$ cat config.mk
export PLATFORM = sky130hd
export DESIGN_NAME = mem_responder_flat
export DESIGN_NICKNAME = d
export VERILOG_FILES = /design/src/rtl/mem_responder_if.sv /design/src/rtl/mem_responder.sv /design/src/flat_wrapper.sv
export SDC_FILE = /design/constraint.sdc
export NUM_CORES = 2
export LEC_CHECK = 0
export CAP_MARGIN = 25
export CORE_UTILIZATION = 48
export CTS_BUF_LIST = sky130_fd_sc_hd__clkbuf_8 sky130_fd_sc_hd__clkbuf_16
export CTS_CLUSTER_DIAMETER = 60
export CTS_CLUSTER_SIZE = 14
export DETAILED_ROUTE_END_ITERATION = 16
export HOLD_SLACK_MARGIN = 0.08
export RECOVER_POWER = 100
export SLEW_MARGIN = 10
export SYNTH_ARGS = -nofsm -noshare
export SYNTH_HDL_FRONTEND = slang
export SYNTH_SLANG_ARGS = --single-unit
$ cat constraint.sdc
create_clock -name clk -period 89.6 [get_ports clk]
set_input_delay 22.4 -clock clk [delete_from_list [all_inputs] [get_ports clk]]
set_output_delay 22.4 -clock clk [all_outputs]
set_load 0.02 [all_outputs]
$ cat src/rtl/mem_responder_if.sv
// Memory-side bus between the cache and the memory responder.
// Master drives requests; slave returns registered responses and status.
interface mem_responder_if #(
  parameter int ADDR_WIDTH = 6,
  parameter int DATA_WIDTH = 32
) ();

  logic [1:0]            req_op;
  logic [ADDR_WIDTH-1:0] req_addr;
  logic [DATA_WIDTH-1:0] req_data;
  logic                  rsp_vld;
  logic [DATA_WIDTH-1:0] rsp_data;
  logic                  busy;
  logic                  err_drop;
  logic [7:0]            drop_cnt;

  modport master (
    output req_op, req_addr, req_data,
    input  rsp_vld, rsp_data, busy, err_drop, drop_cnt
  );

  modport slave (
    input  req_op, req_addr, req_data,
    output rsp_vld, rsp_data, busy, err_drop, drop_cnt
  );

endinterface

$ cat src/rtl/mem_responder.sv
// Word-addressed memory responder: immediate writes, fixed-latency reads.
// Optional MEM_RESPONDER_DROP_CHECK_EN adds drop flag/counter and report.
module mem_responder #(
  parameter int ADDR_WIDTH = 6,
  parameter int DATA_WIDTH = 32,
  parameter int LATENCY    = 4
) (
  input logic            clk,
  input logic            rst,
  mem_responder_if.slave bus
);

  localparam int DEPTH = 1 << ADDR_WIDTH;
  localparam logic [1:0] OP_RD = 2'd1;
  localparam logic [1:0] OP_WR = 2'd2;
  localparam logic [3:0] CNT_INIT = 4'(LATENCY - 1);

  typedef enum logic {
    IDLE,
    BUSY
  } state_t;

  state_t                state_q;
  state_t                state_d;
  logic [3:0]            cnt_q;
  logic [3:0]            cnt_d;
  logic                  acc_rd;
  logic                  acc_wr;
  logic                  done;
  logic [DATA_WIDTH-1:0] mem [DEPTH];
  logic [DATA_WIDTH-1:0] cap_q;
  logic                  vld_q;
  logic [DATA_WIDTH-1:0] rsp_q;

  // Next-state: accept in IDLE, count down latency in BUSY.
  always_comb begin
    state_d = state_q;
    cnt_d   = cnt_q;
    acc_rd  = 1'b0;
    acc_wr  = 1'b0;
    done    = 1'b0;
    unique case (state_q)
      IDLE: begin
        unique case (1'b1)
          (bus.req_op == OP_RD): begin
            acc_rd  = 1'b1;
            state_d = BUSY;
            cnt_d   = CNT_INIT;
          end
          (bus.req_op == OP_WR): acc_wr = 1'b1;
          default: ;
        endcase
      end
      BUSY: begin
        if (cnt_q == 4'd0) begin
          done    = 1'b1;
          state_d = IDLE;
        end else begin
          cnt_d = cnt_q - 4'd1;
        end
      end
      default: state_d = IDLE;
    endcase
  end

  // State and latency counter registers.
  always_ff @(posedge clk or posedge rst) begin
    if (rst) begin
      state_q <= IDLE;
      cnt_q   <= 4'd0;
    end else begin
      state_q <= state_d;
      cnt_q   <= cnt_d;
    end
  end

  // Storage array; reset clears every word.
  always_ff @(posedge clk or posedge rst) begin
    if (rst) begin
      for (int i = 0; i < DEPTH; i++) mem[i] <= '0;
    end else if (acc_wr) begin
      mem[bus.req_addr] <= bus.req_data;
    end
  end

  // Capture read data at acceptance, present it on completion.
  always_ff @(posedge clk or posedge rst) begin
    if (rst) begin
      cap_q <= '0;
      vld_q <= 1'b0;
      rsp_q <= '0;
    end else begin
      vld_q <= done;
      if (acc_rd) cap_q <= mem[bus.req_addr];
      if (done) rsp_q <= cap_q;
    end
  end

  assign bus.rsp_vld  = vld_q;
  assign bus.rsp_data = rsp_q;
  assign bus.busy     = (state_q == BUSY);

`ifdef MEM_RESPONDER_DROP_CHECK_EN
  logic       drop;
  logic       err_q;
  logic [7:0] dcnt_q;

  assign drop = (state_q == BUSY) &&
                (bus.req_op == OP_RD || bus.req_op == OP_WR);

  // Sticky drop flag and saturating drop counter.
  always_ff @(posedge clk or posedge rst) begin
    if (rst) begin
      err_q  <= 1'b0;
      dcnt_q <= 8'd0;
    end else if (drop) begin
      err_q <= 1'b1;
      if (dcnt_q != 8'hff) dcnt_q <= dcnt_q + 8'd1;
    end
  end

  // Report each dropped request in simulation.
  always @(posedge clk) begin
    if (!rst && drop)
      $error("mem_responder drop op=%0d addr=%0h t=%0t",
             bus.req_op, bus.req_addr, $time);
  end

  assign bus.err_drop = err_q;
  assign bus.drop_cnt = dcnt_q;
`else
  assign bus.err_drop = 1'b0;
  assign bus.drop_cnt = 8'd0;
`endif

endmodule

$ cat src/flat_wrapper.sv
// flat-port wrapper written by rule: the top's interface ports become plain ports
module mem_responder_flat 
#(
  parameter int ADDR_WIDTH = 6,
  parameter int DATA_WIDTH = 32,
  parameter int LATENCY    = 4
)
  (clk, rst, bus_req_op, bus_req_addr, bus_req_data, bus_rsp_vld, bus_rsp_data, bus_busy, bus_err_drop, bus_drop_cnt);
  mem_responder_if #(.ADDR_WIDTH(ADDR_WIDTH), .DATA_WIDTH(DATA_WIDTH)) bus_i ();
  input logic clk;
  input logic rst;
  input wire logic [$bits(bus_i.req_op)-1:0] bus_req_op;
  input wire logic [$bits(bus_i.req_addr)-1:0] bus_req_addr;
  input wire logic [$bits(bus_i.req_data)-1:0] bus_req_data;
  output wire logic [$bits(bus_i.rsp_vld)-1:0] bus_rsp_vld;
  output wire logic [$bits(bus_i.rsp_data)-1:0] bus_rsp_data;
  output wire logic [$bits(bus_i.busy)-1:0] bus_busy;
  output wire logic [$bits(bus_i.err_drop)-1:0] bus_err_drop;
  output wire logic [$bits(bus_i.drop_cnt)-1:0] bus_drop_cnt;
  assign bus_i.req_op = bus_req_op;
  assign bus_i.req_addr = bus_req_addr;
  assign bus_i.req_data = bus_req_data;
  assign bus_rsp_vld = bus_i.rsp_vld;
  assign bus_rsp_data = bus_i.rsp_data;
  assign bus_busy = bus_i.busy;
  assign bus_err_drop = bus_i.err_drop;
  assign bus_drop_cnt = bus_i.drop_cnt;
  mem_responder #(.ADDR_WIDTH(ADDR_WIDTH), .DATA_WIDTH(DATA_WIDTH), .LATENCY(LATENCY)) u_core (.clk(clk), .rst(rst), .bus(bus_i));
endmodule
==> run_results.csv <==
group,metric,value,unit
floorplan,initial_utilization,0.485,
routing,route.antenna.remaining_nets,0,
routing,wl_per_cell,29.8,µm
worst_setup_path,critical_path.cell_chain,"dlygate4sd3_1 -> clkinvlp_2 -> clkbuf_1 -> clkbuf_1 -> clkbuf_1 -> clkbuf_1 -> clkbuf_1",
clock_tree,postCtsSetupRepairBufs,0,
layout,layout.nets,6373,
logic_synthesis,syn_warnings,0,
worst_setup_path,critical-path-slowest-cell,"sky130_fd_sc_hd__clkbuf_1",
sta,fmax,0.0218,GHz
sta,final_period_util,0.511,
grt,wire_length_of_the_first_global_routing_pass,402,mm
routing,routed_wl,270,mm
logic_synthesis,yosys.cell_types.count,41,
sta,timing.final.hold_violations,0,
placed_design,finalWeightedCongestion,0.800,
sta,maxSlewViolCount,4453,
power,irDropWorstVdd,21.8,µV
worst_setup_path,worstSetupPathType,"in -> async",
worst_setup_path,critical_path.n_buffers_inverters,7,
logic_synthesis,post_synth_edffs,0,
run,maxCapViolCount,102,
floorplan,die_area,202000,µm²
logic_synthesis,yosysTopAreaCell,"sky130_fd_sc_hd__dfrtp_1",
worst_setup_path,rr_startpoint,"u_core.bus.busy",
routing,routed-via-count,55776,
routing,drc_errors,0,
clock_tree,postCtsHoldBufs,0,
hold_path,hold_path.class,"reg -> reg",
worst_setup_path,timing.critical_path.arrival,45.97,ns
logic_synthesis,postSynthRegisterBits,2118,
run_status,run_status,"finished with violations",
placed_design,dp_hpwl,150,mm
logic_synthesis,synth_flop_cell,"sky130_fd_sc_hd__dfrtp_1",
placed_design,postPlaceCellArea,98700,µm²
logic_synthesis,post_synthesis_cell_area,95900,µm²
clock_tree,tritoncts_num_sinks,2118,
layout,finalInstanceArea,104000,µm²
clock_tree,tritoncts,"yes",
worst_setup_path,worst-path-stages,7,
worst_setup_path,crit_end,"u_core.mem[1882]",
layout,area_growth,8.11,%
logic_synthesis,synth.top_cells.by_area,"sky130_fd_sc_hd__dfrtp_1 (55%), sky130_fd_sc_hd__mux2_2 (24%), sky130_fd_sc_hd__mux2i_1 (6.5%)",
floorplan,rows,163,
logic_synthesis,seq_area_frac_synth,0.553,
worst_setup_path,critPathMaxStageDelay,6.33,ns
sta,fin_crit,45.79,ns
logic_synthesis,netlist_instances,6550,
floorplan,io_pins,85,
worst_setup_path,setup.worst_path.end_class,"async pin",
sta,timing.setup.tns,0,ns
worst_setup_path,timing.critical_path.fanout_max,168,
layout,num-fill-cells,16795,
logic_synthesis,ys_async_sr_fraction,1.00,
floorplan,die-height,449,µm
sta,unrepaired_setup_endpoints_after_global_routing,"no",
power,p_leak,51.3,nW
worst_setup_path,critPathMostFrequentCell,"sky130_fd_sc_hd__clkbuf_1",
run_status,failed_checks,"capacitance limit, slew limit",
clock_tree,htreeDepth,4,
power,power_per_cell_area,20.7,nW/µm²
worst_setup_path,register_to_register_setup_slack,84.46,ns
placed_design,placed_cells,8777,
worst_setup_path,crit_path_start,"rst",
grt,grt_max_degree,173,
logic_synthesis,syn-mean-instance-area,14.6,µm²
grt,track_usage,0.270,
clock_tree,ctsLongestPathBuffers,3,
routing,detailedRoute.firstPassIterationCount,5,
worst_setup_path,worst_path_dominant_cell_family,"buffers and inverters",
layout,drive_gt1_frac,0.421,
floorplan,placeable_core_region,198000,µm²
grt,number_of_antenna_violations_at_the_first_check_in_global_routing,17,
worst_setup_path,reg2reg_depth,6,
clock_tree,cts_buffers,182,
clock_tree,clockRootBuffer,"sky130_fd_sc_hd__clkbuf_16",
sta,slew-limit-headroom,-5.11,
sta,finalClockSkew,0.0324,ns
worst_setup_path,setup.worst_path.start_class,"input pin",
power,report.power.total,2.15,mW
floorplan,chipWidth,449,µm
logic_synthesis,synth_largest_type_area_fraction,0.553,
worst_setup_path,reg_to_reg_end,"u_core.mem[2010]",
layout,finalNonFillerCells,9055,
placed_design,portBuffers,75,
sta,timing_worst_slew_pin_value,9.17,ns
grt,first_global_vias,58725,
worst_setup_path,worst-endpoint-required,89.78,ns
clock_tree,post_cts_resized,0,
clock_tree,worstSkewPairLatency,0.85,ns
sta,finalSetupViolations,0,
routing,detailedRoute.firstIterationViolations,3904,
clock_tree,clk_transition_reported_paths,0.06,ns
grt,grt_overflow,0,
routing,avgViaCountPerCell,6.16,
[worst reg2reg max path, delay by kind of cell, from the launching register on]
kind	cells	cell delay (ns)
muxes	1	0.52
buffers and inverters	1	1.89
DFF	1	0.48
and+or+nand+nor	4	2.14
[cell type report]
class	instances	area, µm²	area share
Antenna cell	6	15.0	0.000145
Sequential cell	2118	53000	0.511
Multi-Input combinational cell	3772	40200	0.388
Clock buffer	205	4920	0.0474
Tap cell	2640	3300	0.0319
Inverter	5	20.0	0.000193
Clock inverter	58	608	0.00587
Timing Repair Buffer	251	1610	0.0156
[placed cells by master (no fill, tap or decap), types with 4 or more instances in the layout]
| cell type | instances |
|---|---|
| sky130_fd_sc_hd__o2111ai_1 | 26 |
| sky130_fd_sc_hd__a21oi_1 | 30 |
| sky130_fd_sc_hd__buf_4 | 77 |
| sky130_fd_sc_hd__dfrtp_1 | 2118 |
| sky130_fd_sc_hd__diode_2 | 6 |
| sky130_fd_sc_hd__nand3_1 | 131 |
| sky130_fd_sc_hd__buf_2 | 32 |
| sky130_fd_sc_hd__o21ai_0 | 9 |
| sky130_fd_sc_hd__bufinv_16 | 10 |
| sky130_fd_sc_hd__nand2_2 | 35 |
| sky130_fd_sc_hd__o32a_1 | 32 |
| sky130_fd_sc_hd__nor2_1 | 12 |
| sky130_fd_sc_hd__buf_12 | 5 |
| sky130_fd_sc_hd__nand4_1 | 7 |
| sky130_fd_sc_hd__mux4_2 | 230 |
| sky130_fd_sc_hd__inv_6 | 12 |
| sky130_fd_sc_hd__dlygate4sd3_1 | 36 |
| sky130_fd_sc_hd__clkbuf_16 | 186 |
| sky130_fd_sc_hd__inv_1 | 17 |
| sky130_fd_sc_hd__conb_1 | 9 |
| sky130_fd_sc_hd__clkbuf_1 | 96 |
| sky130_fd_sc_hd__mux2i_1 | 624 |
| sky130_fd_sc_hd__nand2_1 | 151 |
| sky130_fd_sc_hd__a31oi_1 | 58 |
| sky130_fd_sc_hd__mux2_1 | 65 |
| sky130_fd_sc_hd__clkdlybuf4s50_1 | 4 |
| sky130_fd_sc_hd__mux2_2 | 2051 |
| sky130_fd_sc_hd__a22oi_1 | 231 |
| sky130_fd_sc_hd__o22ai_1 | 28 |
| sky130_fd_sc_hd__clkinv_2 | 17 |
| sky130_fd_sc_hd__nor3_1 | 6 |
| sky130_fd_sc_hd__clkbuf_8 | 19 |
[worst min-delay path by stage]
stage	start	to	cells past startpoint	slack (ns)
2_1_floorplan	u_core.mem[1053]	u_core.mem[1053]	1	0.46
3_3_place_gp	u_core.mem[920]	u_core.mem[920]	1	0.47
3_5_place_dp	u_core.mem[923]	u_core.mem[923]	1	0.48
4_1_cts	u_core.mem[921]	u_core.mem[921]	1	0.49
5_1_grt	u_core.mem[1951]	u_core.mem[1951]	1	0.50
6_report	u_core.mem[832]	u_core.mem[832]	1	0.49
[through the flow]
| stage | hold WS (ns) | util | setup slack, ns |
|---|---|---|---|
| 4_1_cts | 0.494 | 0.527 | 62.60 |
| 3_5_place_dp | 0.479 | 0.499 | 61.66 |
| 2_1_floorplan | 0.459 | - | 7.37 |
| 5_1_grt | 0.501 | 0.524 | 39.11 |
| 6_report | 0.492 | 0.524 | 43.81 |
| 3_3_place_gp | 0.470 | 0.498 | 61.76 |
[where the power goes]
part           internal (mW)  switching (mW)  leakage (nW)  total, mW
registers               1.05          0.0554          29.1       1.11
logic                  0.132           0.136          19.5      0.269
clock network          0.417           0.358          2.79      0.775
total                   1.60           0.550          51.3       2.15
[registers in the layout, summed over array words and instances (netlist names)]
signal               flops
u_core.cnt_q             4
u_core.bus.rsp_vld       1
u_core.mem            2048
u_core.bus.busy          1
u_core.bus.rsp_data     32
u_core.cap_q            32
[logic make-up (layout without fill, tap and decap cells)]
| group | after synthesis | count (layout) | share of synthesized area |
|---|---|---|---|
| AO/OA/AOI/OAI | 417 | 417 | 0.0317 |
| multiplexers | 2970 | 2970 | 0.368 |
| buffers and inverters | 668 | 519 | 0.0298 |
| flip-flops | 2118 | 2118 | 0.553 |
| AND/OR/NAND/NOR | 374 | 374 | 0.0178 |
| other | 1 | 15 | 0.0000391 |
| XOR/XNOR | 1 | 1 | 0.0000914 |
| adder cells (fa/ha/maj) | 1 | 1 | 0.000130 |
[metal layers]
| metal | global-route usage | routed length, µm | up-vias |
|---|---|---|---|
| li1 | - | - | 23608 |
| met1 | 0.371 | 120000 | 30614 |
| met2 | 0.441 | 129000 | 1157 |
| met3 | 0.0398 | 12400 | 395 |
| met4 | 0.0870 | 8710 | 2 |
| met5 | 0 | 12 | - |
[cell usage after synthesis, types with 2 or more instances]
| master | count |
|---|---|
| sky130_fd_sc_hd__a211oi_1 | 2 |
| sky130_fd_sc_hd__a21oi_1 | 30 |
| sky130_fd_sc_hd__a22oi_1 | 231 |
| sky130_fd_sc_hd__a31oi_1 | 58 |
| sky130_fd_sc_hd__and2_1 | 7 |
| sky130_fd_sc_hd__buf_1 | 158 |
| sky130_fd_sc_hd__buf_2 | 198 |
| sky130_fd_sc_hd__buf_4 | 13 |
| sky130_fd_sc_hd__buf_6 | 7 |
| sky130_fd_sc_hd__clkbuf_1 | 286 |
| sky130_fd_sc_hd__dfrtp_1 | 2118 |
| sky130_fd_sc_hd__inv_1 | 5 |
| sky130_fd_sc_hd__mux2_1 | 63 |
| sky130_fd_sc_hd__mux2_2 | 2053 |
| sky130_fd_sc_hd__mux2i_1 | 624 |
| sky130_fd_sc_hd__mux4_2 | 230 |
| sky130_fd_sc_hd__nand2_1 | 186 |
| sky130_fd_sc_hd__nand2b_1 | 3 |
| sky130_fd_sc_hd__nand3_1 | 131 |
| sky130_fd_sc_hd__nand4_1 | 7 |
| sky130_fd_sc_hd__nor2_1 | 9 |
| sky130_fd_sc_hd__nor2_2 | 8 |
| sky130_fd_sc_hd__nor2b_1 | 8 |
| sky130_fd_sc_hd__nor3_1 | 6 |
| sky130_fd_sc_hd__o2111ai_1 | 26 |
| sky130_fd_sc_hd__o21ai_0 | 9 |
| sky130_fd_sc_hd__o22ai_1 | 28 |
| sky130_fd_sc_hd__o32a_1 | 32 |
| sky130_fd_sc_hd__or2_0 | 2 |
Note: power is estimated with default switching activity, not from simulation.
